$ cat config.mk
export PLATFORM = sky130hd
export DESIGN_NAME = pz_da_wave_gen_flat
export DESIGN_NICKNAME = d
export VERILOG_FILES = /design/src/rtl/pz_da_wave_gen_if.sv /design/src/rtl/pz_da_wave_gen.sv /design/src/flat_wrapper.sv
export SDC_FILE = /design/constraint.sdc
export NUM_CORES = 1
export LEC_CHECK = 0
export CORE_MARGIN = 3
export CORE_UTILIZATION = 40
export CTS_CLUSTER_SIZE = 8
export DETAILED_ROUTE_END_ITERATION = 10
export PLACE_DENSITY = 0.58
export SYNTH_ARGS = -nofsm -noshare
export SYNTH_HDL_FRONTEND = slang
export SYNTH_SLANG_ARGS = --single-unit
$ cat constraint.sdc
create_clock -name da_spi_clk -period 8.45 [get_ports da_spi_clk]
set_input_delay 1.2675 -clock da_spi_clk [delete_from_list [all_inputs] [get_ports da_spi_clk]]
set_output_delay 1.2675 -clock da_spi_clk [all_outputs]
set_load 0.01 [all_outputs]
$ cat src/rtl/pz_da_wave_gen_if.sv
// pz_da_wave_gen_if: request/done handshake and sample bus between the wave sequencer and the SPI DAC driver
interface pz_da_wave_gen_if;
  logic        da_en;
  logic [15:0] da_value;
  logic        da_done;
  logic [15:0] da_readback;
  modport master (output da_en, da_value, input da_done, da_readback);
  modport slave (input da_en, da_value, output da_done, da_readback);
endinterface

$ cat src/rtl/pz_da_wave_gen.sv
// pz_da_wave_gen: phase-accumulator DAC sample sequencer (DC/saw/triangle/square, scale, offset, saturate)
// Optional readback compare enabled by PZ_DA_READBACK_CHECK_EN.
module pz_da_wave_gen #(
  parameter int PHASE_W     = 32,
  parameter int TIMEOUT_CYC = 4096
) (
  input  logic               da_spi_clk,
  input  logic               rst,
  input  logic               run,
  input  logic [1:0]         wave_mode,
  input  logic [PHASE_W-1:0] phase_inc,
  input  logic [15:0]        amplitude,
  input  logic [15:0]        offset,
  pz_da_wave_gen_if.master   da,
  output logic [31:0]        sample_cnt,
  output logic               busy,
  output logic               timeout_err,
  output logic [15:0]        mismatch_cnt
);
  typedef enum logic [2:0] {IDLE, CALC1, CALC2, REQ, DONE} state_t;
  localparam int TW = $clog2(TIMEOUT_CYC + 1);
  state_t             state, state_nx;
  logic [PHASE_W-1:0] phase;
  logic [15:0]        p, raw, raw_nx, amp_r, off_r, value_q;
  logic [TW-1:0]      tcnt;
  logic [16:0]        sum;
  logic               tmo, start;
  assign p       = phase[PHASE_W-1 -: 16];
  assign start   = state == IDLE && run;
  assign tmo     = tcnt == TW'(TIMEOUT_CYC - 1);
  assign busy    = state != IDLE;
  assign da.da_en    = state == REQ;
  assign da.da_value = value_q;
  assign raw_nx = wave_mode == 2'd0 ? 16'hFFFF :
                  wave_mode == 2'd1 ? p :
                  wave_mode == 2'd2 ? (p[15] ? ~{p[14:0], 1'b0} : {p[14:0], 1'b0}) :
                  {16{p[15]}};
  // only the upper half of raw*amplitude is kept; 17-bit sum catches overflow for saturation
  assign sum = {1'b0, off_r} + {1'b0, 16'((32'(raw) * 32'(amp_r)) >> 16)};
  always_comb begin
    state_nx = state;
    case (state)
      IDLE:    state_nx = run ? CALC1 : IDLE;
      CALC1:   state_nx = CALC2;
      CALC2:   state_nx = REQ;
      REQ:     state_nx = da.da_done ? DONE : tmo ? IDLE : REQ;
      DONE:    state_nx = run ? CALC1 : IDLE;
      default: state_nx = IDLE;
    endcase
  end
  always_ff @(posedge da_spi_clk or posedge rst) begin
    if (rst) begin
      state       <= IDLE;
      phase       <= '0;
      raw         <= '0;
      amp_r       <= '0;
      off_r       <= '0;
      value_q     <= '0;
      tcnt        <= '0;
      sample_cnt  <= '0;
      timeout_err <= 1'b0;
    end else begin
      state <= state_nx;
      tcnt  <= state == REQ ? tcnt + 1'b1 : '0;
      if (start) begin
        phase       <= '0;
        timeout_err <= 1'b0;
      end
      if (state == CALC1) begin
        raw   <= raw_nx;
        amp_r <= amplitude;
        off_r <= offset;
      end
      if (state == CALC2) value_q <= sum[16] ? 16'hFFFF : sum[15:0];
      if (state == REQ && !da.da_done && tmo) timeout_err <= 1'b1;
      if (state == DONE) begin
        sample_cnt <= sample_cnt + 1;
        phase      <= phase + phase_inc;
      end
    end
  end
`ifdef PZ_DA_READBACK_CHECK_EN
  logic [15:0] prev_q;
  logic        prev_ok;
  // the driver shifts back the word of the previous frame, so compare against the prior code
  always_ff @(posedge da_spi_clk or posedge rst) begin
    if (rst) begin
      prev_q       <= '0;
      prev_ok      <= 1'b0;
      mismatch_cnt <= '0;
    end else begin
      if (start) prev_ok <= 1'b0;
      if (state == DONE) begin
        prev_q  <= value_q;
        prev_ok <= 1'b1;
        if (prev_ok && da.da_readback != prev_q && mismatch_cnt != 16'hFFFF)
          mismatch_cnt <= mismatch_cnt + 1'b1;
      end
    end
  end
`else
  logic unused_rb;
  assign unused_rb    = ^da.da_readback;
  assign mismatch_cnt = '0;
`endif
endmodule

$ cat src/flat_wrapper.sv
// flat-port wrapper written by rule: the top's interface ports become plain ports
module pz_da_wave_gen_flat 
#(
  parameter int PHASE_W     = 32,
  parameter int TIMEOUT_CYC = 4096
)
  (da_spi_clk, rst, run, wave_mode, phase_inc, amplitude, offset, sample_cnt, busy, timeout_err, mismatch_cnt, da_da_en, da_da_value, da_da_done, da_da_readback);
  pz_da_wave_gen_if da_i ();
  input  logic da_spi_clk;
  input  logic rst;
  input  logic run;
  input  logic [1:0] wave_mode;
  input  logic [PHASE_W-1:0] phase_inc;
  input  logic [15:0] amplitude;
  input  logic [15:0] offset;
  output logic [31:0] sample_cnt;
  output logic busy;
  output logic timeout_err;
  output logic [15:0] mismatch_cnt;
  output wire logic [$bits(da_i.da_en)-1:0] da_da_en;
  output wire logic [$bits(da_i.da_value)-1:0] da_da_value;
  input wire logic [$bits(da_i.da_done)-1:0] da_da_done;
  input wire logic [$bits(da_i.da_readback)-1:0] da_da_readback;
  assign da_da_en = da_i.da_en;
  assign da_da_value = da_i.da_value;
  assign da_i.da_done = da_da_done;
  assign da_i.da_readback = da_da_readback;
  pz_da_wave_gen #(.PHASE_W(PHASE_W), .TIMEOUT_CYC(TIMEOUT_CYC)) u_core (.da_spi_clk(da_spi_clk), .rst(rst), .run(run), .wave_mode(wave_mode), .phase_inc(phase_inc), .amplitude(amplitude), .offset(offset), .da(da_i), .sample_cnt(sample_cnt), .busy(busy), .timeout_err(timeout_err), .mismatch_cnt(mismatch_cnt));
endmodule
After elaboration in Yosys (flattened, before gate mapping)
Cells that the tools add are included.

word-level totals
  input port bits = 86
  register bits = 145
  logic and storage cells = 46
  output and inout port bits = 67

cells by class
  eq/ne operators = 7
  multiplexer cells = 14
  add/subtract/negate cells = 4
  bitwise logic cells = 1
  reduce and logical (&&, ||, !) cells = 10
  $mul = 1

operators with widths
  operator                                                            number
  16-bit 2-to-1 mux                                                   5
  32-bit 2-to-1 mux                                                   2
  32-bit by 1-bit adder with 32-bit output (second input constant)    1
  32-bit adder                                                        1
  16-bit by 16-bit multiplier with 32-bit output                      1
  16-bit by 16-bit adder with 17-bit output                           1
  16-bit NOT                                                          1
  13-bit by 1-bit adder with 13-bit output (second input constant)    1
  13-bit by 12-bit == test with 1-bit output (second input constant)  1
  13-bit 2-to-1 mux                                                   1
  3-bit case mux with 4 select lines                                  1
  3-bit by 2-bit == test with 1-bit output (second input constant)    2
  2-bit nonzero test                                                  2
  3-bit by 1-bit == test with 1-bit output (second input constant)    1
  3-bit == test (second input constant)                               1
  1-bit logical AND                                                   3
  3-bit logical NOT                                                   1
  1-bit 2-to-1 mux                                                    3
  3-bit 2-to-1 mux                                                    1
  3-bit nonzero test                                                  1
  2-bit by 1-bit == test with 1-bit output (second input constant)    1
  2-bit == test (second input constant)                               1
  2-bit logical NOT                                                   1
  2-bit 2-to-1 mux                                                    1
  other kinds (2)                                                     2

Depth between registers and ports, before layout
Gate-level depths: netlist (run 1).

  depth after elaboration = 5
  mapped depth = 35

Least setup slack after synthesis (run 1)
No wires, ideal clock.

  path type = reg2reg
  from = register u_core.amp_r[1]
  to = register u_core.value_q[10] (netlist: u_core.da.da_value[10])
  period minus slack after synthesis = 7.389 ns
  stages on the path, launching flop included = 33
  data arrival time = 7.264 ns
  slack = 1.061 ns
  required time = 8.324 ns
  setup time = 0.126 ns
  buffers on the path = 2
  path through = dfrtp_1 > clkbuf_1 > nand2_1 > fa_1 > fa_1 > fa_1 > fa_1 > inv_1 > fa_1 > inv_1 > fa_1 > inv_1 > ha_1 > a211oi_1 > nor2_1 > nor4_1 > a21oi_1 > o22ai_1 > o21ai_1 > nor2_2 > o221ai_1 > a21oi_1 > xnor2_1 > ha_1 > o21a_1 > o21ai_0 > nand2_1 > a41oi_1 > a21oi_1 > a31o_2 > inv_2 > buf_2 > a21oi_1

on the way
  word-level cells in the longest chain between the ends = 3

RTL lines
  item                                            line                  text
  start, declared                                 pz_da_wave_gen.sv:24  logic [15:0] p, raw, raw_nx, amp_r, off_r, value_q;
  start signal, assigned                          pz_da_wave_gen.sv:71  amp_r <= amplitude;
  16-bit by 16-bit multiplier with 32-bit output  pz_da_wave_gen.sv:39  assign sum = {1'b0, off_r} + {1'b0, 16'((32'(raw) * 32'(amp_r)) >> 16)};
  16-bit by 16-bit adder with 17-bit output       pz_da_wave_gen.sv:39
  16-bit 2-to-1 mux                               pz_da_wave_gen.sv:74  if (state == CALC2) value_q <= sum[16] ? 16'hFFFF : sum[15:0];
  end signal, assigned                            pz_da_wave_gen.sv:74
  end, declared                                   pz_da_wave_gen.sv:24

Every way passes these cells.
A chain may end at the register's enable or synchronous reset.

Worst setup path in the final report (run 1)
  from = register u_core.amp_r[2]
  to = register u_core.value_q[4] (netlist: u_core.da.da_value[4])

Same word-level chain as after synthesis.

==> metrics, run 1 <==
status=finished, final reports clean; max-slew violation count=0; IO Count=roughly 150; Worst EP required=slightly below 9 ns; nets@finish=around 2300; kind of critical path=flop to flop; crit path max-delay cell type=dfrtp_1; Detail Route Antenna Nets=0; core area=39200 sq um; cell mode on critical path=fa_1; number of global-route vias before repair=12600; relative slew slack=around 23%; dpl cells=~2400; Die H=around 210 um; setup violators final=0; most frequent cells in the layout=nand2_1 (341), inv_1 (251), fa_1 (195); Period Utilization, post-route=about 90%; total number of vias=approximately 12000; HP Class=flop to flop; Yosys cell types=between 60 and 70; Seq/Total Area, Yosys=22.6%; Routed Wire Length=around 39 mm; Slew @ Worst Pin=1.15 ns; most common cell after layout, fill and taps aside=nand2_1; Arr. time, crit path=~8.2 ns; drt via density=approximately 5.0; Min Clock Period, post-route=about 7.8 ns; Die W=a little over 200 um; crit end category=flop; CTS tree=yes; Inserted Clock Buffers=17; P&R area growth vs syn=15.2%; DRT Pass-1 Iters=4; area of the mapped netlist=between 15000 and 20000 sq um; initial antenna violation count=1; Clock Skew=approximately 0.019 ns; largest net degree at the start of global routing=between 90 and 100; die area=about 43000 sq um; maximum clock insertion buffer count=2; share of cells above drive strength 1=5.41%; Placer Congestion=approximately 0.84; max-cap violations=0; CP Max Fanout=15; drt wl/cell=about 16 um; IO Port Bufs=between 100 and 150; # rows=72; H-tree Lvls=4; Root Buffer=clkbuf_16; slowest stage delay, CP=roughly 0.61 ns; asr flop ratio synth=100%; Avg Cell Area, Syn=around 9 sq um; DPL Wire Length=a little over 30 mm; clock slew at reported path FFs=0.08 ns; Seq cells post-synth=145; total grt overflow=0; post-CTS setup buffer count=0; post-synthesis cell count=between 1500 and 2000; number of fill cells in the layout=3758; YS warnings=0; CTS Sinks=~150; CP Launch Type=flop; first-pass GRT wire length=between 60 and 70 mm; Post-synth EDFFs=0; ANT cells=0; Starting Density=around two fifths; final hold violation count=0; Skew-Pair Late Insertion Delay=about 0.45 ns; initial DRC count=about 510; ys flop type=dfrtp_1; RSZ-0062 raised after global routing=false; GRT Total Usage=19.1%; Post-Layout Cell Count=around 2400; f_max=0.128 GHz; setup TNS=0 ns; number of remaining DRC errors=0
routing by layer:
layer	share of wire, %	up-vias	wire [um]	global-route usage, %
li1	-	5849	-	-
met1	46	6007	18000	26.4
met2	49	200	18800	31.7
met3	3.8	34	1470	3.26
met4	1.2	0	484	4.05
met5	0	-	0	0
critical path: cells and delay by family, from the launching register on:
kind / cells / cell delay (ns)
flops: 1 / 0.61
buf+inv: 5 / 0.55
simple gates: 5 / 0.62
compound gates: 11 / 2.18
xor+xnor: 1 / 0.14
fa+ha+maj: 8 / 3.59
cell families after synthesis:
kind of cell,Yosys count,synth area share [%]
other cells,1,0.0233
simple gates,623,18.0
fa+ha+maj,346,36.0
mux,2,0.124
flops,145,22.6
compound gates,229,8.92
xor+xnor,113,6.15
buf+inv,336,8.25
synthesized netlist by cell type, types with 3 or more instances:
library cell | n | area share (%)
a21o_1 | 25 | 1.2
a21oi_1 | 65 | 2.0
a21oi_2 | 3 | 0.16
a22o_1 | 4 | 0.22
a31oi_1 | 5 | 0.19
a41oi_1 | 3 | 0.16
and2_1 | 117 | 4.5
and3_1 | 10 | 0.39
buf_4 | 17 | 0.79
clkbuf_1 | 62 | 1.4
dfrtp_1 | 145 | 23
fa_1 | 195 | 24
ha_1 | 151 | 12
inv_1 | 252 | 5.9
nand2_1 | 341 | 8.0
nand2b_1 | 8 | 0.31
nand3_1 | 20 | 0.62
nand3b_1 | 3 | 0.14
nand4_1 | 16 | 0.62
nor2_1 | 58 | 1.4
nor2b_1 | 22 | 0.86
nor3_1 | 7 | 0.22
nor3b_1 | 5 | 0.23
nor4_1 | 3 | 0.12
o21a_1 | 8 | 0.37
o21ai_0 | 66 | 2.1
o21ai_1 | 19 | 0.59
o21bai_1 | 5 | 0.23
or3_1 | 6 | 0.23
xnor2_1 | 76 | 4.1
xor2_1 | 37 | 2.0
final cells by class:
| type | count | area, sq um | share of cell area (%) |
|---|---|---|---|
| well taps | 518 | 648 | 3.50 |
| clock inverters | 14 | 143 | 0.769 |
| flip-flops and latches | 145 | 3630 | 19.6 |
| multi-input cells | 1329 | 11200 | 60.5 |
| inverters | 253 | 955 | 5.15 |
| clock buffers | 18 | 429 | 2.31 |
| repair buffers | 162 | 1520 | 8.18 |
per-stage QoR:
step,hold WS [ns],worst slack [ns],instance area [sq um],utilization [%]
3_5_place_dp,0.460,0.283,18000,45.8
4_1_cts,0.469,0.271,18500,47.3
3_3_place_gp,0.446,0.474,18000,45.8
5_1_grt,0.499,0.0692,18500,47.3
6_report,0.464,0.612,18500,47.3
2_1_floorplan,0.432,1.06,16100,-
worst paths after layout:
kind	to	start	cells after the start	slack, ns
setup / recovery	u_core.da.da_value[4]	u_core.amp_r[2]	30	0.61
hold / removal	u_core.tcnt[0]	u_core.tcnt[0]	1	0.46
setup reg to reg	u_core.da.da_value[4]	u_core.amp_r[2]	30	0.61
hold reg to reg	u_core.tcnt[0]	u_core.tcnt[0]	1	0.46
max in group asynchronous	u_core.raw[5]	rst	3	5.77
min in group asynchronous	u_core.da.da_value[15]	rst	2	1.39
sequential cells by signal (all words and copies together) (netlist names):
signal,flops
u_core.off_r,16
u_core.timeout_err,1
u_core.amp_r,16
u_core.da.da_value,16
u_core.raw,16
u_core.sample_cnt,32
u_core.phase,32
u_core.tcnt,13
u_core.state,3
what timing repair did:
action	CTS	global route
hold buffers	0	0
endpoints found under the setup margin	0	15
resized for setup	0	7
Power of run 1 is left out: the tool's default activity adds up to more than one toggle a clock period on the data nets, which glitch-free logic cannot reach.
==> run 2, diff against run 1 <==
--- a/config.mk
+++ b/config.mk
@@ -5,6 +5,7 @@
 export SDC_FILE = /design/constraint.sdc
 export NUM_CORES = 1
 export LEC_CHECK = 0
+export ABC_CLOCK_PERIOD_IN_PS = 8450
 export CORE_MARGIN = 3
 export CORE_UTILIZATION = 40
 export CTS_CLUSTER_SIZE = 8
==> results of run 2 <==
The final DEF is identical to that of run 1; final timing and power are the same.
Power of run 2 is left out for the same reason.
